==> config.mk <==
export PLATFORM = sky130hd
export DESIGN_NAME = pipeline_catcher
export DESIGN_NICKNAME = d
export VERILOG_FILES = /design/src/rtl/pipeline_catcher_pkg.sv /design/src/rtl/pipeline_catcher_catch_fifo.sv /design/src/rtl/pipeline_catcher.sv
export SDC_FILE = /design/constraint.sdc
export NUM_CORES = 1
export LEC_CHECK = 0
export CORE_MARGIN = 3
export CORE_UTILIZATION = 60
export DETAILED_ROUTE_END_ITERATION = 10
export DONT_BUFFER_PORTS = 1
export PLACE_DENSITY = 0.76
export SLEW_MARGIN = 40
export SYNTH_ARGS = -nofsm -noshare
export SYNTH_HDL_FRONTEND = slang
export SYNTH_HIERARCHICAL = 1
export SYNTH_SLANG_ARGS = --single-unit
==> constraint.sdc <==
create_clock -name clk -period 6.9 [get_ports clk]
set_clock_uncertainty 0.1 [all_clocks]
set_input_delay 1.38 -clock clk [delete_from_list [all_inputs] [get_ports clk]]
set_output_delay 1.38 -clock clk [all_outputs]
set_load 0.005 [all_outputs]
==> src/rtl/pipeline_catcher_pkg.sv <==
// Shared defaults and a pointer-wrap helper for the pipeline catcher slice.
// DEPTH need not be a power of two, so pointers wrap explicitly.
package pipeline_catcher_pkg;

  localparam int unsigned DEFAULT_WIDTH   = 32;
  localparam int unsigned DEFAULT_LATENCY = 4;
  localparam int unsigned DEFAULT_DEPTH   = 8;

  function automatic int unsigned wrap_inc(input int unsigned ptr, input int unsigned depth);
    return ((ptr + 1) >= depth) ? 0 : (ptr + 1);
  endfunction

endpackage

==> src/rtl/pipeline_catcher_catch_fifo.sv <==
// Catch buffer: first-word fall-through FIFO that never stalls its writer.
// A write arriving while full with no pop in the same cycle is dropped and flagged.
module catch_fifo
  import pipeline_catcher_pkg::*;
#(
  parameter int WIDTH = 32,
  parameter int DEPTH = 8
) (
  input  logic             clk,
  input  logic             rst_n,
  input  logic             i_wr_valid,
  input  logic [WIDTH-1:0] i_wr_data,
  input  logic             i_rd_ready,
  output logic             o_rd_valid,
  output logic [WIDTH-1:0] o_rd_data,
  output logic             o_drop
);

  localparam int PTR_W = (DEPTH > 1) ? $clog2(DEPTH) : 1;
  localparam int CNT_W = $clog2(DEPTH + 1);

  logic [WIDTH-1:0] r_mem [DEPTH];
  logic [PTR_W-1:0] r_wr_ptr;
  logic [PTR_W-1:0] r_rd_ptr;
  logic [CNT_W-1:0] r_count;

  logic w_full;
  logic w_pop;
  logic w_write;

  assign w_full  = (r_count == CNT_W'(DEPTH));
  assign w_pop   = i_rd_ready && (r_count != '0);
  // A pop in the same cycle frees the slot, so a full buffer may still accept.
  assign w_write = i_wr_valid && (!w_full || w_pop);
  assign o_drop  = i_wr_valid && w_full && !w_pop;

  assign o_rd_valid = (r_count != '0);
  assign o_rd_data  = r_mem[r_rd_ptr];

  always_ff @(posedge clk) begin
    if (w_write) begin
      r_mem[r_wr_ptr] <= i_wr_data;
    end
  end

  always_ff @(posedge clk or negedge rst_n) begin
    if (!rst_n) begin
      r_wr_ptr <= '0;
      r_rd_ptr <= '0;
      r_count  <= '0;
    end else begin
      if (w_write) begin
        r_wr_ptr <= PTR_W'(wrap_inc(32'(r_wr_ptr), DEPTH));
      end
      if (w_pop) begin
        r_rd_ptr <= PTR_W'(wrap_inc(32'(r_rd_ptr), DEPTH));
      end
      case ({w_write, w_pop})
        2'b10:   r_count <= r_count + CNT_W'(1);
        2'b01:   r_count <= r_count - CNT_W'(1);
        default: r_count <= r_count;
      endcase
    end
  end

endmodule

==> src/rtl/pipeline_catcher.sv <==
// Credit front-end for a fixed-latency, non-stallable pipeline: launches are
// only allowed while every in-flight and stored item is guaranteed a buffer slot.
module pipeline_catcher
  import pipeline_catcher_pkg::*;
#(
  parameter int WIDTH   = DEFAULT_WIDTH,
  parameter int LATENCY = DEFAULT_LATENCY,
  parameter int DEPTH   = DEFAULT_DEPTH
) (
  input  logic                       clk,
  input  logic                       rst_n,
  input  logic                       issue_valid,
  output logic                       issue_ready,
  input  logic                       ret_valid,
  input  logic [WIDTH-1:0]           ret_data,
  output logic                       out_valid,
  output logic [WIDTH-1:0]           out_data,
  input  logic                       out_ready,
  output logic [$clog2(DEPTH+1)-1:0] occupancy,
  output logic                       overflow
);

  localparam int OCC_W = $clog2(DEPTH + 1);

  generate
    if (LATENCY < 1 || DEPTH < 1) begin : g_bad_params
      $error("pipeline_catcher: LATENCY and DEPTH must both be at least 1");
    end
  endgenerate

  logic [OCC_W-1:0] r_occupancy;
  logic             r_overflow;

  logic w_fire;
  logic w_pop;
  logic w_drop;

  assign issue_ready = (r_occupancy < OCC_W'(DEPTH));
  assign w_fire      = issue_valid && issue_ready;
  assign w_pop       = out_valid && out_ready;
  assign occupancy   = r_occupancy;
  assign overflow    = r_overflow;

  catch_fifo #(
    .WIDTH (WIDTH),
    .DEPTH (DEPTH)
  ) u_catch_fifo (
    .clk        (clk),
    .rst_n      (rst_n),
    .i_wr_valid (ret_valid),
    .i_wr_data  (ret_data),
    .i_rd_ready (out_ready),
    .o_rd_valid (out_valid),
    .o_rd_data  (out_data),
    .o_drop     (w_drop)
  );

  // Occupancy counts both in-flight and stored items; the decrement saturates
  // because stray returns can leave stored items the credits never covered.
  always_ff @(posedge clk or negedge rst_n) begin
    if (!rst_n) begin
      r_occupancy <= '0;
      r_overflow  <= 1'b0;
    end else begin
      if (w_fire && !w_pop) begin
        r_occupancy <= r_occupancy + OCC_W'(1);
      end else if (!w_fire && w_pop && (r_occupancy != '0)) begin
        r_occupancy <= r_occupancy - OCC_W'(1);
      end
      if (w_drop) begin
        r_overflow <= 1'b1;
      end
    end
  end

endmodule
# After elaboration in Yosys (flattened, before gate mapping)
# Memory sizes are Yosys's and may differ from the RTL's.
# Cells that the tools add are included.
# word_totals
reg_bits	15
latch_bits	0
mem_bits_rw	256
rom_bits	0
in_bits	37
output_inout_bits	39
word_cells	41
mem_count	1
# classes
addsub	6
n_mul	0
div	0
order_cmp	3
n_eq_ne	3
shifts	0
n_mux	7
bitwise	0
n_reduce_logical	16
# memory_table
name	words	word_bits	read_ports	rd_clocked_by_memory_dff	wr	line	text
u_catch_fifo.r_mem	8	32	1	0	1	pipeline_catcher_catch_fifo.sv:22	logic [WIDTH-1:0] r_mem [DEPTH];
# op_table
operator	n
adder 3 x 1 -> 4 bit (second input constant)	2
adder 4 x 1 -> 4 bit (second input constant)	2
greater-or-equal comparator 4 bit (second input constant)	2
logical AND 1 bit	8
2-to-1 mux 4 bit	2
case mux 4 bit (2 select lines)	1
nonzero test 4 bit	2
subtractor 4 x 1 -> 4 bit (second input constant)	2
2-to-1 mux 3 bit	2
== test 4 bit (second input constant)	1
less-than comparator 4 bit (second input constant)	1
nonzero test 2 bit	2
zero test 1 bit	3
== test 2 x 1 -> 1 bit (second input constant)	1
== test 2 bit (second input constant)	1
2-to-1 mux 1 bit	2
logical OR 1 bit	1

# Depth between registers and ports, before layout
# Gate-level depths: netlist of the first run.
# logic_depth
word_depth	7
depth_mapped	9
ltp_nobuf	9

# Modules after synthesis
# Netlist of the first run, hierarchy kept.
# by_module_without_submodules
mod	instances	cells_each	area_each_um2	seq_area_each_um2
catch_fifo	1	452	10495.1	7937.6
pipeline_catcher	1	27	310.3	125.1

# Worst setup path after synthesis of the first run
# No wires, ideal clock.
# synth_timing
kind	in2reg
startpoint	input out_ready
endpoint	memory u_catch_fifo.r_mem[1][0], enable pin
setup_time_ns	0.513
arrival_ns	4.922
required_time_ns	6.287
setup_slack_ns	1.364
path_stages	3
path_buffers	0
cell_sequence	nand2b_1 -> o21ai_2 -> nor4b_1
# synth_via
elab_chain_cells	5
# synth_rtl
element	line	text
from (decl)	pipeline_catcher.sv:18	input logic out_ready,
logical AND 1 bit	pipeline_catcher_catch_fifo.sv:32	assign w_pop = i_rd_ready && (r_count != '0);
logical OR 1 bit	pipeline_catcher_catch_fifo.sv:34	assign w_write = i_wr_valid && (!w_full || w_pop);
logical AND 1 bit	pipeline_catcher_catch_fifo.sv:34	
2-to-1 mux 1 bit	pipeline_catcher_catch_fifo.sv:41	if (w_write) begin
2-to-1 mux 1 bit (implied by the code)	pipeline_catcher_catch_fifo.sv:42	r_mem[r_wr_ptr] <= i_wr_data;
to (decl)	pipeline_catcher_catch_fifo.sv:22	
# No other way between the ends.

# Worst setup path after layout of the first run
# layout_timing
startpoint	register u_catch_fifo.r_rd_ptr[0]
endpoint	output out_data[28]
# layout_via
elab_chain_cells	1
# layout_rtl
element	line	text
from (decl)	pipeline_catcher_catch_fifo.sv:24	logic [PTR_W-1:0] r_rd_ptr;
from (signal assigned)	pipeline_catcher_catch_fifo.sv:56	r_rd_ptr <= PTR_W'(wrap_inc(32'(r_rd_ptr), DEPTH));
memory read (8 x 32 bit)	--	
to (decl)	pipeline_catcher.sv:17	output logic [WIDTH-1:0] out_data,
# No other way between the ends.

==> results of run 1 <==
## per-layer routing
layer  up-vias  share of wire  routed length (µm)
met5         -              0                   0
met4         0          0.015                 282
met3        23          0.065                1213
met2       123           0.50                9400
met1      2521           0.41                7725
li1       2066              -                   -
## state kept, by name, indices dropped and copies added, names as in the netlist
register	count
u_catch_fifo/r_mem	256
occupancy	4
u_catch_fifo/r_rd_ptr	3
u_catch_fifo/r_wr_ptr	3
overflow	1
u_catch_fifo/r_count	4
## area by class of cell
| class | count | area share |
|---|---|---|
| Clock buffer | 32 | 0.05808 |
| Clock inverter | 14 | 0.01183 |
| Inverter | 4 | 0.001256 |
| Multi-Input combinational cell | 180 | 0.2178 |
| Sequential cell | 271 | 0.6749 |
| Tap cell | 225 | 0.02355 |
| Timing Repair Buffer | 18 | 0.01266 |
## final timing paths
check                                                       end                            startpoint  slack [ps]  cells after the start
min                                        overflow$_DFFE_PN0P_                  overflow$_DFFE_PN0P_         410                      1
min reg2reg                                overflow$_DFFE_PN0P_                  overflow$_DFFE_PN0P_         410                      1
min in group asynchronous                  overflow$_DFFE_PN0P_                                 rst_n         450                      0
max                                                out_data[28]  u_catch_fifo/r_rd_ptr[0]$_DFFE_PN0N_        2570                      4
max reg2reg                            occupancy[3]$_DFFE_PN0P_   u_catch_fifo/r_count[1]$_DFFE_PN0P_        4090                      9
max in group asynchronous  u_catch_fifo/r_rd_ptr[1]$_DFFE_PN0N_                                 rst_n        6160                      0
## metrics by stage
step                      hold WS (ps)  setup WS [ps]  area [µm²]  instances  power, mW
after CTS                        420.7           2333       11930        743      4.976
after floorplan                  364.9           1364       10810        479      3.337
final                            414.0           2565       11960        744      4.923
after global placement           400.2           2923       11090        697      3.551
after detailed placement         407.4           2894       11090        697      3.598
after global routing             421.3           2368       11960        744      5.160
## cell families after synthesis
group,after synthesis
muxes,98
and+or+nand+nor,45
AOI/OAI and AO/OA,25
xor gates and xnor gates,6
buffers and inverters,28
DFF,271
adders and majority gates,6
## worst max-delay path, cell delays in order, from the launching register on
cell and delay [ps]:
dfrtp_4 620, buf_12 280, buf_4 490, mux4_1 630, mux2_4 300
## power groups by stage
stage                     registers (mW)  logic [mW]  clock network [mW]
after CTS                           2.26        1.32                1.40
final                               2.21        1.35                1.37
after floorplan                     2.17        1.17                   0
after global routing                2.23        1.46                1.47
after detailed placement            2.29        1.31                   0
after global placement              2.27        1.28                   0
## synthesized netlist by cell type, types with 5 or more instances
| library cell | instances | area, µm² |
|---|---|---|
| clkbuf_1 | 10 | 37.54 |
| mux4_1 | 20 | 525.5 |
| ha_1 | 5 | 62.56 |
| mux2_4 | 29 | 435.4 |
| nand2_1 | 13 | 48.80 |
| o21ai_1 | 6 | 30.03 |
| dfrtp_1 | 15 | 375.4 |
| nor2_1 | 5 | 18.77 |
| mux2_2 | 5 | 56.30 |
| mux4_2 | 44 | 991.0 |
| nand3_1 | 6 | 30.03 |
| a21oi_1 | 5 | 25.02 |
| edfxtp_1 | 256 | 7687 |
| nor4_1 | 5 | 31.28 |
==> impl_metrics.ini, run 1 <==
[routing]
post-route-drc-count = 0
wl_per_cell_um = 25.03
firstDrtPassIters = 4
drt_iter0_drc = 238
dr_total_vias = 4733
viasPerCell = 6.362
drtAntennaViolNets = 0
wl_um = 18620

[place]
gp_congestion = 0.7804
portBuffers = 0
hpwlAfterDp_um = 10580

[layout]
regArea_um2 = 8069
area_growth_pct = 10.65
antennaDiodeCount = 0
final_cell_mix = 256 x edfxtp_1, 44 x mux4_2, 29 x mux2_4, 27 x clkbuf_16, 20 x mux4_1
drive_above_1_share = 0.2832
multi_input_area_um2 = 2604
layout_commonest_cell = edfxtp_1
final_core_util = 0.6841
fillers = 1048
num-nets-final = 545

[synth]
yosys.area_share.adder = 0.007642
synth_edf_count = 256
ys_types = 44
yosysSeqAreaShare = 0.7462
synth_compound_area_frac = 0.01610
synth_seq_cells = 271
syn_avg_cell_area_um2 = 22.56
syn_area_um2 = 10810
async_flop_share = 0.05535
synth_top_family_by_area = multiplexers
synth_xor_area_frac = 0.004863
ys_warn_count = 6
synthSimpleGateAreaFrac = 0.02142
synth_nets = 522
synth_top_flop_cell = edfxtp_1
syn_inst = 479
synth_mux_area_frac = 0.1858

[die]
die_h_um = 140.2
start_util = 0.6183
die_area_um2 = 19650
die_width_um = 140.2
io_pins = 76
std_cell_rows = 48
coreArea_um2 = 17480

[clock_tree]
post_cts_buffers = 0
clkTransAtPathRegs_ps = 60
cts_tree = yes
cts_resized = 0
cts_max_path_buffers = 3
cts_sinks = 271
htree_levels = 1
cts_root_buf = clkbuf_16
cts_inserted_buffers = 27
clkLatencyLatePin_ps = 520
ctsHoldBuffers = 0

[power_and_ir_drop]
pwr-share-comb = 0.274
powerDensity_nw_per_um2 = 411.7
intPower_mw = 3.601
p_sw_mw = 1.323
seqPwrFrac = 0.448
sw_frac_of_total = 0.2686
ir_worst_vdd_mv = 0.3014
leakage_nw = 3.962
p_clk_frac = 0.278

[worst_hold_path]
hp-class = reg2reg

[timing]
setup-tns-final_ps = 0
finalSetupViolations = 0
max_freq_ghz = 0.2307
drv_slew = 0
min_period_ps = 4335
finalHoldViolCount = 0
period_share = 0.6282
worstMarginPinSlew_ps = 781.4
rsz0062_at_grt = no
relSlewSlack = 0.4790

[flow_run]
cap_viol_max_count = 0

[global_route]
grt_use_total = 0.1934
grt_util_met3 = 0.04848
grt_overflow = 0
globalRouteMet2Util = 0.3201
grt_pass1_vias = 5000
grt_max_degree = 69
grt_busiest_layer = met2
antenna_found_initial = 0
grt_pass1_wl_um = 28930
met1_usage = 0.2638

[worst_setup_path]
crit_arrival_ps = 2850
crit_path_max_fanout = 28
startpoint_type = flop
critPathCaptureType = output pin
critPathKind = reg2out
cp.required_ps = 5420

[run_status]
outcome = finished clean
No activity file was read; power rests on OpenSTA's default activity.
==> run 2, diff against run 1 <==
==> constraint.sdc (replaced) <==
create_clock -name clk -period 4.19 [get_ports clk]
set_clock_uncertainty 0.1 [all_clocks]
set_input_delay 0.838 -clock clk [delete_from_list [all_inputs] [get_ports clk]]
set_output_delay 0.838 -clock clk [all_outputs]
set_load 0.005 [all_outputs]
==> impl_metrics.ini, run 2 (synthesis results as in run 1) <==
[place]
portBuffers = 0
hpwlAfterDp_um = 11520
post-place-cells = 701
place_ws_ps = 1216
gp_congestion = 0.7520
place_area_um2 = 11150

[die]
std_cell_rows = 48
coreArea_um2 = 17480
die_h_um = 140.2
io_pins = 76
start_util = 0.6183
die_area_um2 = 19650
die_width_um = 140.2

[global_route]
grt_overflow = 0
antenna_found_initial = 0
grt_use_total = 0.2007
grt_pass1_vias = 5052
grt_max_degree = 35
grt_pass1_wl_um = 30150

[layout]
num-nets-final = 549
final-instance-count-excl-fill = 751
area_growth_pct = 11.19
layout_commonest_cell = edfxtp_1
antennaDiodeCount = 0
final_core_util = 0.6874
largest_reg_flops = 256
final_cell_mix = 256 x edfxtp_1, 44 x mux4_2, 29 x mux2_4, 27 x clkbuf_16
regMostFlops = u_catch_fifo/r_mem
drive_above_1_share = 0.2909
design_area_um2 = 12010

[timing]
worst_slack_ps = 728.0
worstMarginPinSlew_ps = 787.7
relSlewSlack = 0.4720
finalSetupViolations = 0
period_share = 0.8263
min_period_ps = 3462
rsz0062_at_grt = no
drv_slew = 0
max_freq_ghz = 0.2888
hold_slack_ps = 132.7
setup-tns-final_ps = 0
finalHoldViolCount = 0

[clock_tree]
cts_root_buf = clkbuf_16
clkTransAtPathRegs_ps = 60
clkLatencyLatePin_ps = 520
cts_max_path_buffers = 3
cts_sinks = 271
cts_tree = yes
cts_inserted_buffers = 27
htree_levels = 1
post_cts_buffers = 0

[routing]
dr_total_vias = 4691
firstDrtPassIters = 4
drtAntennaViolNets = 0
wl_per_cell_um = 25.53
post-route-drc-count = 0
drt_iter0_drc = 293
wl_um = 19180
viasPerCell = 6.246

[power_and_ir_drop]
powerDensity_nw_per_um2 = 679.6
p_total_mw = 8.164
ir_worst_vdd_mv = 0.4338
leakage_nw = 3.987

[worst_setup_path]
startpoint_type = flop
critPathKind = reg2out
crit_start = u_catch_fifo/r_rd_ptr[0]$_DFFE_PN0N_
r2r-start = u_catch_fifo/r_count[1]$_DFFE_PN0P_
crit_arrival_ps = 2520
crit_path_max_fanout = 23
reg2reg_slack_ps = 1370
cp.required_ps = 3250
critPathCaptureType = output pin

[run_status]
outcome = finished clean

[worst_hold_path]
hp-class = in2async

[flow_run]
cap_viol_max_count = 0
-- run 2: area by class of cell --
class	count	area [µm²]
Sequential cell	271	8071
Fill cell	1040	5463
Timing Repair Buffer	22	175.2
Inverter	4	15.01
Tap cell	225	281.5
Multi-Input combinational cell	180	2623
Clock buffer	38	737.0
Clock inverter	11	111.4
-- run 2: final timing paths --
path | end | cells after the start
worst max register to register | occupancy[3]$_DFFE_PN0P_ | 9
worst max-delay path | out_data[3] | 3
min in group clk | u_catch_fifo/r_mem[6][31]$_DFFE_PP_ | 0
worst min register to register | overflow$_DFFE_PN0P_ | 1
worst min-delay path | occupancy[1]$_DFFE_PN0P_ | 1
max in group asynchronous | u_catch_fifo/r_rd_ptr[0]$_DFFE_PN0N_ | 1
-- run 2: layer usage --
layer | vias to the layer above | track usage | routed length, µm
met1 | 2451 | 0.2679 | 7521
met4 | 0 | 0.04691 | 408
li1 | 2071 | - | -
met3 | 31 | 0.04780 | 1247
met2 | 138 | 0.3420 | 9999
met5 | - | 0 | 0
-- run 2: repair_timing --
action                    in CTS  in global routing
hold endpoints to repair      15                  0
hold buffers                   1                  0
gates resized for setup        0                  0
-- run 2: power breakdown --
group / internal [mW] / switching (mW) / total, mW
combinational: 1.18 / 0.993 / 2.18
clock: 1.35 / 0.936 / 2.28
sequential: 3.40 / 0.304 / 3.70
-- run 2: critical path, stage by stage (launching register included) --
cell	delay, ps
dfrtp_4	720
buf_4	380
mux4_1	600
mux2_2	290
==> run 3, diff against run 2 <==
--- a/config.mk
+++ b/config.mk
@@ -6,10 +6,10 @@
 export NUM_CORES = 1
 export LEC_CHECK = 0
 export CORE_MARGIN = 3
-export CORE_UTILIZATION = 60
+export CORE_UTILIZATION = 57
 export DETAILED_ROUTE_END_ITERATION = 10
 export DONT_BUFFER_PORTS = 1
-export PLACE_DENSITY = 0.76
+export PLACE_DENSITY = 0.75
 export SLEW_MARGIN = 40
 export SYNTH_ARGS = -nofsm -noshare
 export SYNTH_HDL_FRONTEND = slang
==> constraint.sdc (replaced) <==
create_clock -name clk -period 2.8 [get_ports clk]
set_clock_uncertainty 0.1 [all_clocks]
set_input_delay 0.56 -clock clk [delete_from_list [all_inputs] [get_ports clk]]
set_output_delay 0.56 -clock clk [all_outputs]
set_load 0.005 [all_outputs]
==> impl_metrics.ini, run 3 (synthesis results as in run 1) <==
[global_route]
grt_pass1_wl_um = 32030
grt_max_degree = 23
antenna_found_initial = 0
grt_use_total = 0.2087
grt_overflow = 0
grt_pass1_vias = 5230

[run_status]
outcome = finished, violations left
violations = negative setup slack

[timing]
finalSetupViolations = 1
worstMarginPinSlew_ps = 701.8
min_period_ps = 2804
worst_slack_ps = -4.051
period_share = 1.001
relSlewSlack = 0.5306
rsz0062_at_grt = yes
drv_slew = 0
max_freq_ghz = 0.3566
finalHoldViolCount = 0

[die]
die_h_um = 143.7
die_width_um = 143.7
coreArea_um2 = 18270
io_pins = 76
std_cell_rows = 49
start_util = 0.5914
die_area_um2 = 20650

[worst_setup_path]
critical-path-max-stage-delay_ps = 580
startpoint_type = flop
path_cells = buf_12 -> buf_16 -> mux4_1 -> mux2_4
critPathCaptureType = output pin
slowest_stage = mux4_1
crit_path_max_fanout = 6
crit_arrival_ps = 2140
cp.required_ps = 2140
critPathKind = reg2out

[routing]
post-route-drc-count = 0
drt_iter0_drc = 412
wl_per_cell_um = 27.40
firstDrtPassIters = 4
wl_um = 21260
dr_total_vias = 4916
viasPerCell = 6.335
drtAntennaViolNets = 0

[clock_tree]
clkTransAtPathRegs_ps = 60
cts_inserted_buffers = 27
cts_root_buf = clkbuf_16
cts_max_path_buffers = 3
cts_sinks = 271
htree_levels = 1
clkLatencyLatePin_ps = 520
cts_tree = yes

[layout]
layout_commonest_cell = edfxtp_1
final-instance-count-excl-fill = 776
antennaDiodeCount = 0
final_core_util = 0.6802
drive_above_1_share = 0.3583
num-nets-final = 571
area_growth_pct = 15.02
regMostFlops = u_catch_fifo/r_mem
fillers = 1137
final_cell_mix = 256 x edfxtp_1, 60 x mux4_2, 32 x mux2_4, 29 x clkbuf_16, 27 x buf_4
largest_reg_flops = 256

[power_and_ir_drop]
leakage_nw = 4.159
powerDensity_nw_per_um2 = 1061
ir_worst_vdd_mv = 0.6981
p_total_mw = 13.19

[place]
place_ws_ps = 51.74
post-place-cells = 718
portBuffers = 0
gp_congestion = 0.8387
hpwlAfterDp_um = 11870

[worst_hold_path]
hp-class = in2reg

[flow_run]
cap_viol_max_count = 0
==> run 3: cell count changes in the layout (fill, tap and decap cells not counted), moves of 5 or more <==
cell	change
mux4_1	-16
buf_12	+5
clkinv_2	+5
clkbuf_1	-5
buf_4	+7
buf_16	+6
mux4_2	+16
==> run 3: power by group <==
| group | switching (mW) | internal, mW | total, mW |
|---|---|---|---|
| Clock | 1.43 | 2.14 | 3.56 |
| Combinational | 1.86 | 2.30 | 4.16 |
| Sequential | 0.372 | 5.09 | 5.46 |
==> run 3: what timing repair did <==
action                                 4_1_cts  5_1_grt
setup buffers                                3        0
resized for setup                           11       15
gates cloned                                 4        2
endpoints found under the hold margin       15        0
hold buffers                                 1        0
setup endpoints to repair                   26       23
==> run 3: critical path, delay by kind of cell, from the launching register on <==
family	cells	cell delay (ps)
flip-flops	1	440
buffers and inverters	2	310
multiplexers	2	870
==> run 3: layout make-up <==
type	instances	area (µm²)	share of cell area
repair buffers	44	574.3	0.04621
clock inverters	17	192.7	0.01550
multi-input cells	180	2597	0.2090
inverters	4	15.01	0.001208
clock buffers	31	690.7	0.05557
well taps	229	286.5	0.02305
flip-flops and latches	271	8071	0.6494
==> run 3: per-stage QoR <==
stage | cell area [µm²] | setup TNS, ps | hold slack, ps
after floorplan | 10840 | -129400 | 164.4
after global placement | 11320 | 0 | 164.9
after detailed placement | 11350 | 0 | 164.8
after CTS | 12400 | -128.6 | 16.24
after global routing | 12430 | -360.9 | 8.203
final | 12430 | -4.051 | 34.79
==> run 3: worst paths after layout <==
check                                                      from                                    to  slack (ps)  cells past startpoint
min reg2reg                                overflow$_DFFE_PN0P_                  overflow$_DFFE_PN0P_         400                      1
min in group asynchronous                                 rst_n                  overflow$_DFFE_PN0P_         430                      1
max reg2reg                 u_catch_fifo/r_count[1]$_DFFE_PN0P_              occupancy[3]$_DFFE_PN0P_         150                     10
max in group asynchronous                                 rst_n  u_catch_fifo/r_rd_ptr[0]$_DFFE_PN0N_        1650                      1
max                        u_catch_fifo/r_rd_ptr[0]$_DFFE_PN0N_                           out_data[8]          -4                      4
min                                                ret_data[29]   u_catch_fifo/r_mem[0][29]$_DFFE_PP_          30                      0
==> run 3: per-layer routing <==
| metal | track usage | routed length, µm | up-vias |
|---|---|---|---|
| met5 | 0 | 0 | - |
| met4 | 0.04807 | 402 | 0 |
| met3 | 0.05025 | 1349 | 26 |
| met2 | 0.3527 | 11010 | 167 |
| met1 | 0.2810 | 8500 | 2623 |
| li1 | - | - | 2100 |
